**src/rtl/alarm_pkg.sv**
```systemverilog
// Shared definitions for the alarm-clock display readback path.
// Holds the 7-segment pattern constants (bit6=a .. bit0=g), the blank
// code, the scan-decoder FSM state encoding, the decoded-digit payload and
// small selector helpers.
package alarm_pkg;

   localparam int unsigned SEG_W    = 7;
   localparam int unsigned SEL_W    = 4;
   localparam int unsigned CODE_W   = 4;
   localparam int unsigned NDIGITS  = 4;

   localparam logic [SEG_W-1:0] SEG_0     = 7'b1111110;
   localparam logic [SEG_W-1:0] SEG_1     = 7'b0110000;
   localparam logic [SEG_W-1:0] SEG_2     = 7'b1101101;
   localparam logic [SEG_W-1:0] SEG_3     = 7'b1111001;
   localparam logic [SEG_W-1:0] SEG_4     = 7'b0110011;
   localparam logic [SEG_W-1:0] SEG_5     = 7'b1011011;
   localparam logic [SEG_W-1:0] SEG_6     = 7'b1011111;
   localparam logic [SEG_W-1:0] SEG_7     = 7'b1110000;
   localparam logic [SEG_W-1:0] SEG_8     = 7'b1111111;
   localparam logic [SEG_W-1:0] SEG_9     = 7'b1111011;
   localparam logic [SEG_W-1:0] SEG_BLANK = 7'b0000000;

   localparam logic [CODE_W-1:0] CODE_BLANK = 4'hF;

   typedef enum logic [1:0] {
      ST_SYNC    = 2'd0,
      ST_CAPTURE = 2'd1,
      ST_COMMIT  = 2'd2
   } scan_state_e;

   // Decoded segment pattern: valid flag plus 4-bit code.
   typedef struct packed {
      logic              valid;
      logic [CODE_W-1:0] code;
   } bcd_s;

   // True when exactly one selector bit is set.
   function automatic logic is_onehot(input logic [SEL_W-1:0] sel);
      return (sel != '0) && ((sel & (sel - SEL_W'(1))) == '0);
   endfunction

   // Digit position of a one-hot selector; 0 for anything else.
   function automatic logic [1:0] sel_index(input logic [SEL_W-1:0] sel);
      case (sel)
         4'b0010: return 2'd1;
         4'b0100: return 2'd2;
         4'b1000: return 2'd3;
         default: return 2'd0;
      endcase
   endfunction

endpackage

```
**src/rtl/seg_scan_decoder_if.sv**
```systemverilog
// Bundle between a scanned 7-segment display source and its decoder.
// Scan side : display_out[6:0], segment_digit[3:0], am, pm, dblink.
// Result side: digits[15:0], am_q, pm_q, colon_q, frame_valid, frame_err, stale.
// master = the display/scan source, slave = the decoder.
interface seg_scan_decoder_if;
   import alarm_pkg::*;

   logic [SEG_W-1:0]          display_out;
   logic [SEL_W-1:0]          segment_digit;
   logic                      am;
   logic                      pm;
   logic                      dblink;
   logic [NDIGITS*CODE_W-1:0] digits;
   logic                      am_q;
   logic                      pm_q;
   logic                      colon_q;
   logic                      frame_valid;
   logic                      frame_err;
   logic                      stale;

   modport master (
      output display_out, segment_digit, am, pm, dblink,
      input  digits, am_q, pm_q, colon_q, frame_valid, frame_err, stale
   );

   modport slave (
      input  display_out, segment_digit, am, pm, dblink,
      output digits, am_q, pm_q, colon_q, frame_valid, frame_err, stale
   );

endinterface

```
**src/rtl/seg7_to_bcd.sv**
```systemverilog
// Combinational 7-segment pattern to digit-code decoder.
// i_seg   : segments a..g, bit6=a.
// o_bcd_c : {valid, code}; blank pattern gives code 4'hF, unknown patterns
//           give valid=0.
module seg7_to_bcd
   import alarm_pkg::*;
(
   input  logic [SEG_W-1:0] i_seg,
   output bcd_s             o_bcd_c
);

   always_comb begin
      o_bcd_c.valid = 1'b1;
      o_bcd_c.code  = CODE_BLANK;
      case (i_seg)
         SEG_0:     o_bcd_c.code = 4'd0;
         SEG_1:     o_bcd_c.code = 4'd1;
         SEG_2:     o_bcd_c.code = 4'd2;
         SEG_3:     o_bcd_c.code = 4'd3;
         SEG_4:     o_bcd_c.code = 4'd4;
         SEG_5:     o_bcd_c.code = 4'd5;
         SEG_6:     o_bcd_c.code = 4'd6;
         SEG_7:     o_bcd_c.code = 4'd7;
         SEG_8:     o_bcd_c.code = 4'd8;
         SEG_9:     o_bcd_c.code = 4'd9;
         SEG_BLANK: o_bcd_c.code = CODE_BLANK;
         default:   o_bcd_c.valid = 1'b0;
      endcase
   end

endmodule

```
**src/rtl/seg_scan_decoder.sv**
```systemverilog
// Receive-side decoder for a multiplexed 4-digit 7-segment display scan.
// Debounces each scanned digit, decodes it to a code and reassembles
// complete frames; protocol/decode problems raise a one-cycle error.
// Clk, Reset(async active-low) : clock and reset.
// bus (slave)                  : scan inputs and decoded frame outputs.
module seg_scan_decoder
   import alarm_pkg::*;
#(
   parameter int unsigned STABLE_CYCLES  = 2,
   parameter int unsigned TIMEOUT_CYCLES = 1024
) (
   input  logic               Clk,
   input  logic               Reset,
   seg_scan_decoder_if.slave  bus
);

   localparam int unsigned SCW      = 4;
   localparam int unsigned TOW      = 16;
   localparam int unsigned SHADOW_W = (NDIGITS - 1) * CODE_W;
   localparam logic [SCW-1:0] STABLE_MAX  = SCW'(STABLE_CYCLES);
   localparam logic [TOW-1:0] TIMEOUT_MAX = TOW'(TIMEOUT_CYCLES);

   logic [SEL_W-1:0] r_s_seg;
   logic [SEG_W-1:0] r_s_disp;
   logic             r_s_am, r_s_pm, r_s_dblink;
   logic [SCW-1:0]   r_stab_cnt;
   logic             r_acc;
   logic [TOW-1:0]   r_to_cnt;
   logic             r_stale;

   logic             w_same;
   logic [SCW-1:0]   w_stab_nxt;
   logic             w_acc_nxt;
   logic [TOW-1:0]   w_to_nxt;

   // The stability run is measured on the sample entering s_*, so an accept
   // lands on the edge where that sample completes STABLE_CYCLES.
   assign w_same = (bus.segment_digit == r_s_seg) && (bus.display_out == r_s_disp);

   always_comb begin
      w_stab_nxt = SCW'(1);
      if (w_same) begin
         w_stab_nxt = (r_stab_cnt == STABLE_MAX) ? STABLE_MAX : r_stab_cnt + SCW'(1);
      end
      w_acc_nxt = (w_stab_nxt == STABLE_MAX) && (!w_same || (r_stab_cnt != STABLE_MAX))
                  && (bus.segment_digit != '0);
      w_to_nxt  = (r_to_cnt == TIMEOUT_MAX) ? TIMEOUT_MAX : r_to_cnt + TOW'(1);
      if (w_acc_nxt) begin
         w_to_nxt = '0;
      end
   end

   // Input sampling, debounce and timeout tracking.
   always_ff @(posedge Clk or negedge Reset) begin
      if (!Reset) begin
         r_s_seg    <= '0;
         r_s_disp   <= '0;
         r_s_am     <= 1'b0;
         r_s_pm     <= 1'b0;
         r_s_dblink <= 1'b0;
         r_stab_cnt <= '0;
         r_acc      <= 1'b0;
         r_to_cnt   <= '0;
         r_stale    <= 1'b0;
      end else begin
         r_s_seg    <= bus.segment_digit;
         r_s_disp   <= bus.display_out;
         r_s_am     <= bus.am;
         r_s_pm     <= bus.pm;
         r_s_dblink <= bus.dblink;
         r_stab_cnt <= w_stab_nxt;
         r_acc      <= w_acc_nxt;
         r_to_cnt   <= w_to_nxt;
         r_stale    <= (w_to_nxt == TIMEOUT_MAX);
      end
   end

   bcd_s w_bcd;

   seg7_to_bcd u_seg7_to_bcd (
      .i_seg   (r_s_disp),
      .o_bcd_c (w_bcd)
   );

   scan_state_e             r_state, w_state_nxt;
   logic [1:0]              r_idx, w_idx_nxt;
   logic [SHADOW_W-1:0]     r_shadow, w_shadow_nxt;
   logic [NDIGITS*CODE_W-1:0] r_digits, w_digits_nxt;
   logic                    r_am_q, r_pm_q, r_colon_q;
   logic                    w_am_nxt, w_pm_nxt, w_colon_nxt;
   logic                    r_frame_valid, r_frame_err;
   logic                    w_fv_nxt, w_fe_nxt;
   logic                    w_bad;
   logic [1:0]              w_pos;

   assign w_bad = !is_onehot(r_s_seg) || !w_bcd.valid;
   assign w_pos = sel_index(r_s_seg);

   // Frame assembly; COMMIT behaves as CAPTURE with index 0 so a digit-0
   // accept overlapping the commit cycle is not lost.
   always_comb begin
      w_state_nxt  = r_state;
      w_idx_nxt    = r_idx;
      w_shadow_nxt = r_shadow;
      w_digits_nxt = r_digits;
      w_am_nxt     = r_am_q;
      w_pm_nxt     = r_pm_q;
      w_colon_nxt  = r_colon_q;
      w_fv_nxt     = 1'b0;
      w_fe_nxt     = 1'b0;
      case (r_state)
         ST_SYNC: begin
            if (r_acc) begin
               if (w_bad) begin
                  w_fe_nxt = 1'b1;
               end else if (w_pos == 2'd0) begin
                  w_shadow_nxt[3:0] = w_bcd.code;
                  w_idx_nxt         = 2'd1;
                  w_state_nxt       = ST_CAPTURE;
               end
            end
         end
         ST_CAPTURE, ST_COMMIT: begin
            w_state_nxt = ST_CAPTURE;
            if (r_acc) begin
               if (w_bad || (w_pos != r_idx)) begin
                  w_fe_nxt    = 1'b1;
                  w_state_nxt = ST_SYNC;
               end else begin
                  w_idx_nxt = r_idx + 2'd1;
                  case (r_idx)
                     2'd0: w_shadow_nxt[3:0]  = w_bcd.code;
                     2'd1: w_shadow_nxt[7:4]  = w_bcd.code;
                     2'd2: w_shadow_nxt[11:8] = w_bcd.code;
                     default: begin
                        w_digits_nxt = {w_bcd.code, r_shadow};
                        w_am_nxt     = r_s_am;
                        w_pm_nxt     = r_s_pm;
                        w_colon_nxt  = r_s_dblink;
                        w_fv_nxt     = 1'b1;
                        w_state_nxt  = ST_COMMIT;
                     end
                  endcase
               end
            end else if ((r_state == ST_CAPTURE) && r_stale) begin
               w_state_nxt = ST_SYNC;
            end
         end
         default: w_state_nxt = ST_SYNC;
      endcase
   end

   // FSM and registered outputs.
   always_ff @(posedge Clk or negedge Reset) begin
      if (!Reset) begin
         r_state       <= ST_SYNC;
         r_idx         <= '0;
         r_shadow      <= '0;
         r_digits      <= {NDIGITS{CODE_BLANK}};
         r_am_q        <= 1'b0;
         r_pm_q        <= 1'b0;
         r_colon_q     <= 1'b0;
         r_frame_valid <= 1'b0;
         r_frame_err   <= 1'b0;
      end else begin
         r_state       <= w_state_nxt;
         r_idx         <= w_idx_nxt;
         r_shadow      <= w_shadow_nxt;
         r_digits      <= w_digits_nxt;
         r_am_q        <= w_am_nxt;
         r_pm_q        <= w_pm_nxt;
         r_colon_q     <= w_colon_nxt;
         r_frame_valid <= w_fv_nxt;
         r_frame_err   <= w_fe_nxt;
      end
   end

   assign bus.digits      = r_digits;
   assign bus.am_q        = r_am_q;
   assign bus.pm_q        = r_pm_q;
   assign bus.colon_q     = r_colon_q;
   assign bus.frame_valid = r_frame_valid;
   assign bus.frame_err   = r_frame_err;
   assign bus.stale       = r_stale;

endmodule
```
**src/flat_wrapper.sv**
```systemverilog
// flat-port wrapper written by rule: the top's interface ports become plain ports
module seg_scan_decoder_flat import alarm_pkg::*;
#(
   parameter int unsigned STABLE_CYCLES  = 2,
   parameter int unsigned TIMEOUT_CYCLES = 1024
)
  (Clk, Reset, bus_display_out, bus_segment_digit, bus_am, bus_pm, bus_dblink, bus_digits, bus_am_q, bus_pm_q, bus_colon_q, bus_frame_valid, bus_frame_err, bus_stale);
  seg_scan_decoder_if bus_i ();
  input  logic Clk;
  input  logic Reset;
  input wire logic [$bits(bus_i.display_out)-1:0] bus_display_out;
  input wire logic [$bits(bus_i.segment_digit)-1:0] bus_segment_digit;
  input wire logic [$bits(bus_i.am)-1:0] bus_am;
  input wire logic [$bits(bus_i.pm)-1:0] bus_pm;
  input wire logic [$bits(bus_i.dblink)-1:0] bus_dblink;
  output wire logic [$bits(bus_i.digits)-1:0] bus_digits;
  output wire logic [$bits(bus_i.am_q)-1:0] bus_am_q;
  output wire logic [$bits(bus_i.pm_q)-1:0] bus_pm_q;
  output wire logic [$bits(bus_i.colon_q)-1:0] bus_colon_q;
  output wire logic [$bits(bus_i.frame_valid)-1:0] bus_frame_valid;
  output wire logic [$bits(bus_i.frame_err)-1:0] bus_frame_err;
  output wire logic [$bits(bus_i.stale)-1:0] bus_stale;
  assign bus_i.display_out = bus_display_out;
  assign bus_i.segment_digit = bus_segment_digit;
  assign bus_i.am = bus_am;
  assign bus_i.pm = bus_pm;
  assign bus_i.dblink = bus_dblink;
  assign bus_digits = bus_i.digits;
  assign bus_am_q = bus_i.am_q;
  assign bus_pm_q = bus_i.pm_q;
  assign bus_colon_q = bus_i.colon_q;
  assign bus_frame_valid = bus_i.frame_valid;
  assign bus_frame_err = bus_i.frame_err;
  assign bus_stale = bus_i.stale;
  seg_scan_decoder #(.STABLE_CYCLES(STABLE_CYCLES), .TIMEOUT_CYCLES(TIMEOUT_CYCLES)) u_core (.Clk(Clk), .Reset(Reset), .bus(bus_i));
endmodule
```
**config.mk**
```make
export PLATFORM = sky130hd
export DESIGN_NAME = seg_scan_decoder_flat
export DESIGN_NICKNAME = d
export VERILOG_FILES = /design/src/rtl/alarm_pkg.sv /design/src/rtl/seg_scan_decoder_if.sv /design/src/rtl/seg7_to_bcd.sv /design/src/rtl/seg_scan_decoder.sv /design/src/flat_wrapper.sv
export SDC_FILE = /design/constraint.sdc
export NUM_CORES = 1
export LEC_CHECK = 0
export ABC_AREA = 1
export BUFFER_PORTS_ARGS = -buffer_cell sky130_fd_sc_hd__buf_4
export CAP_MARGIN = 20
export CORE_UTILIZATION = 42
export DETAILED_ROUTE_END_ITERATION = 7
export GPL_TIMING_DRIVEN = 0
export PLACE_DENSITY = 0.66
export RECOVER_POWER = 25
export SKIP_CTS_REPAIR_TIMING = 1
export SLEW_MARGIN = 20
export SYNTH_ARGS = -nofsm -noshare
export SYNTH_HDL_FRONTEND = slang
export SYNTH_SLANG_ARGS = --single-unit
```
**constraint.sdc**
```tcl
create_clock -name Clk -period 3.6 [get_ports Clk]
set_input_delay 0.36 -clock Clk [delete_from_list [all_inputs] [get_ports Clk]]
set_output_delay 0.36 -clock Clk [all_outputs]
set_load 0.01 [all_outputs]
```
==> results_dict.tcl <==
set metrics [dict create \
    crit_chain "ha_1 > nand2_2 > nor3_2 > nand4_1 > nor2_1 > xor2_1 > nand2_1 > nor2_1 > nand2_1 > nor2_1" \
    grt_pass1_wl_mm 13.2 \
    avgSynthCellArea_um2 8.19 \
    drt-vias-per-instance 4.81 \
    gr-total-overflow 0 \
    antenna_cells 0 \
    synthCells 466 \
    hold_viol 0 \
    fin_ws_ps 1500 \
    syn_area_um2 3820 \
    cts_made_buffers 9 \
    placed_cell_area_um2 4230 \
    avgRoutedWirePerCell_um 12.0 \
    rows 34 \
    die-height_um 97.3 \
    yosys_warnings 0 \
    p_leak_nw 2.17 \
    drc 0 \
    fillers 830 \
    worst_path_max_delay_cell "dfrtp_1" \
    top_usage_layer "met2" \
    place_hpwl_mm 5.41 \
    rsz0062_at_grt "false" \
    setup_tns_ps 0 \
    htreeDepth 3 \
    clkSinkCount 73 \
    drv_slew 74 \
    tightest_slew_ps 1790 \
    grt_usage_pct 17.1 \
    start_kind "flop" \
    worstRegToRegCells 10 \
    critPathMostFrequentCell "nor2_1" \
    synth.most_common_cell "nand2_1" \
    synth_common_cells "138 x nand2_1, 57 x dfrtp_1, 47 x inv_1, 44 x nor2_1, 26 x nand3_1" \
    grtUsageMet1_pct 22.1 \
    setup.worst_path.class "reg -> reg" \
    coreArea_um2 8760 \
    cap_violations 1 \
    grt_max_degree 74 \
    insertion_delay_ps 350 \
    synth_seq_cells 73 \
    dieArea_um2 9470 \
    setup_violations 0 \
    root_buffer "clkbuf_8" \
    critPathRequiredTime_ps 3870 \
    nNetsFinal 541 \
    drive_above_1_share_pct 19.1 \
    path_clk_slew_ps 80 \
    period_needed_ps 2100 \
    fmax_mhz 476 \
    hold_class "in -> reg" \
    status "finished with violations" \
    antenna_found_initial 0 \
    violations "max-capacitance violations, max-slew violations" \
    vias 3017 \
    gp_congestion 0.864 \
    async_flop_share_pct 100 \
    synth_edf_count 0 \
    drt_wl_total_mm 7.51 \
    yosysTopAreaCellShare_pct 37.4 \
    period_share_pct 58.4 \
    drt-pass1-iter-count 7 \
    cts_buffer_depth 2 \
    synthFlopType "dfrtp_1" \
    fin_hold_ws_ps 140 \
    initial_core_util_pct 43.6 \
    synth-seq-area-share_pct 48.4 \
    grtUsageMet3_pct 2.66 \
    critPathMaxFanout 5 \
    slew_headroom_pct -19.5 \
    die_w_um 97.3 \
    synth_area_leader_cell "dfrtp_1" \
    yosys.cell_types.count 36 \
    cts_tree "yes" \
    ir_drop_uv 206 \
    ant_nets 0 \
    hold_depth 1 \
    grt_pass1_vias 2958 \
    io-pin-count 38 \
    preCtsSetupSlack_ps 1540 \
    cp.arrival_ps 2370 \
    initialDrtViolationCount 127 \
    final_cell_area_um2 4410 \
    endpoint_kind "flop" \
    syn2layout_area_growth_pct 15.6 \
    syn_nets 493 \
    io_buffers 37 \
    use_met2_pct 29.1 \
    fin_worst_skew_ps 8.42 \
    critical-path-max-stage-delay_ps 440 \
    netlist_top_cells_area "dfrtp_1 37%, nand2_1 14%, dfstp_2 11%, inv_1 4.6%, nor2_1 4.3%" \
    power.density_nw_per_um2 399 \
]
## power by group
part / internal, mW / switching [mW]
clock: 0.412 / 0.318
sequential: 0.846 / 0.0214
combinational: 0.0543 / 0.110
total: 1.31 / 0.449
## path summary, 6_finish.rpt
kind,startpoint,to,slack (ps)
max in group asynchronous,Reset,u_core.r_s_disp[4],2040
worst min register to register,u_core.r_s_am,u_core.bus.am_q,450
worst max register to register,u_core.r_to_cnt[0],u_core.bus.stale,1500
min in group asynchronous,Reset,u_core.bus.frame_valid,470
worst min-delay path,bus_pm,u_core.r_s_pm,140
worst max-delay path,u_core.r_to_cnt[0],u_core.bus.stale,1500
## cell families (layout without fill, tap and decap cells)
kind of cell | count (synthesis) | count (layout) | synth area share (%)
compound gates | 43 | 43 | 6.29
flops | 73 | 73 | 48.4
fa+ha+maj | 11 | 11 | 3.61
xor+xnor | 14 | 14 | 3.21
simple gates | 262 | 262 | 32.0
buf+inv | 63 | 116 | 6.56
## per-stage QoR
| stage | std cells | total power [mW] | utilization [%] |
|---|---|---|---|
| after floorplan | 466 | 0.994 | - |
| after global placement | 611 | 1.05 | 48.3 |
| after detailed placement | 611 | 1.05 | 48.3 |
| after CTS | 627 | 1.79 | 50.9 |
| after global routing | 627 | 1.84 | 50.4 |
| final | 627 | 1.76 | 50.4 |
## critical path: cells and delay by family, from the launching register on
| family | cells | cell delay [ps] |
|---|---|---|
| XOR/XNOR | 1 | 200 |
| AND/OR/NAND/NOR | 8 | 1100 |
| adder cells (fa/ha/maj) | 1 | 290 |
| flip-flops | 1 | 440 |
## final cells by class
| type | count | area, µm² | area share [%] |
|---|---|---|---|
| plain buffers | 8 | 43.8 | 0.992 |
| clock buffers | 10 | 138 | 3.12 |
| clock inverters | 6 | 90.1 | 2.04 |
| inverters | 55 | 206 | 4.68 |
| multi-input cells | 330 | 1720 | 39.0 |
| flip-flops and latches | 73 | 1850 | 41.8 |
| well taps | 108 | 135 | 3.06 |
| repair buffers | 37 | 234 | 5.30 |
## cell usage in the layout (no fill, tap or decap), types with 5 or more instances in the layout
cell      instances
a21oi_1           5
buf_4            25
clkbuf_1         13
clkbuf_8         10
dfrtp_1          57
dfstp_2          16
ha_1             11
inv_1            47
inv_2             7
nand2_1         138
nand2_2           6
nand3_1          26
nand3_2           6
nand4_1          12
nor2_1           44
nor2_4            6
nor3_1            9
o21ai_0          24
o21ai_1           6
xnor2_1           8
xor2_1            6
## registers in the layout (all words and copies together) (netlist names)
register / cells
u_core.r_s_seg: 4
u_core.r_s_dblink: 1
u_core.r_state: 2
u_core.bus.digits: 16
u_core.r_idx: 2
u_core.r_s_disp: 7
u_core.r_s_am: 1
u_core.bus.stale: 1
u_core.bus.colon_q: 1
u_core.r_s_pm: 1
u_core.bus.pm_q: 1
u_core.r_stab_cnt: 4
u_core.bus.frame_err: 1
u_core.r_to_cnt: 16
u_core.bus.frame_valid: 1
u_core.bus.am_q: 1
u_core.r_acc: 1
u_core.r_shadow: 12
## routing by layer
metal,up-vias,share of wire (%)
met1,1376,48
met5,-,0
met3,11,3.1
li1,1584,-
met2,46,48
met4,0,1.5
(Power assumes the default switching activity.)
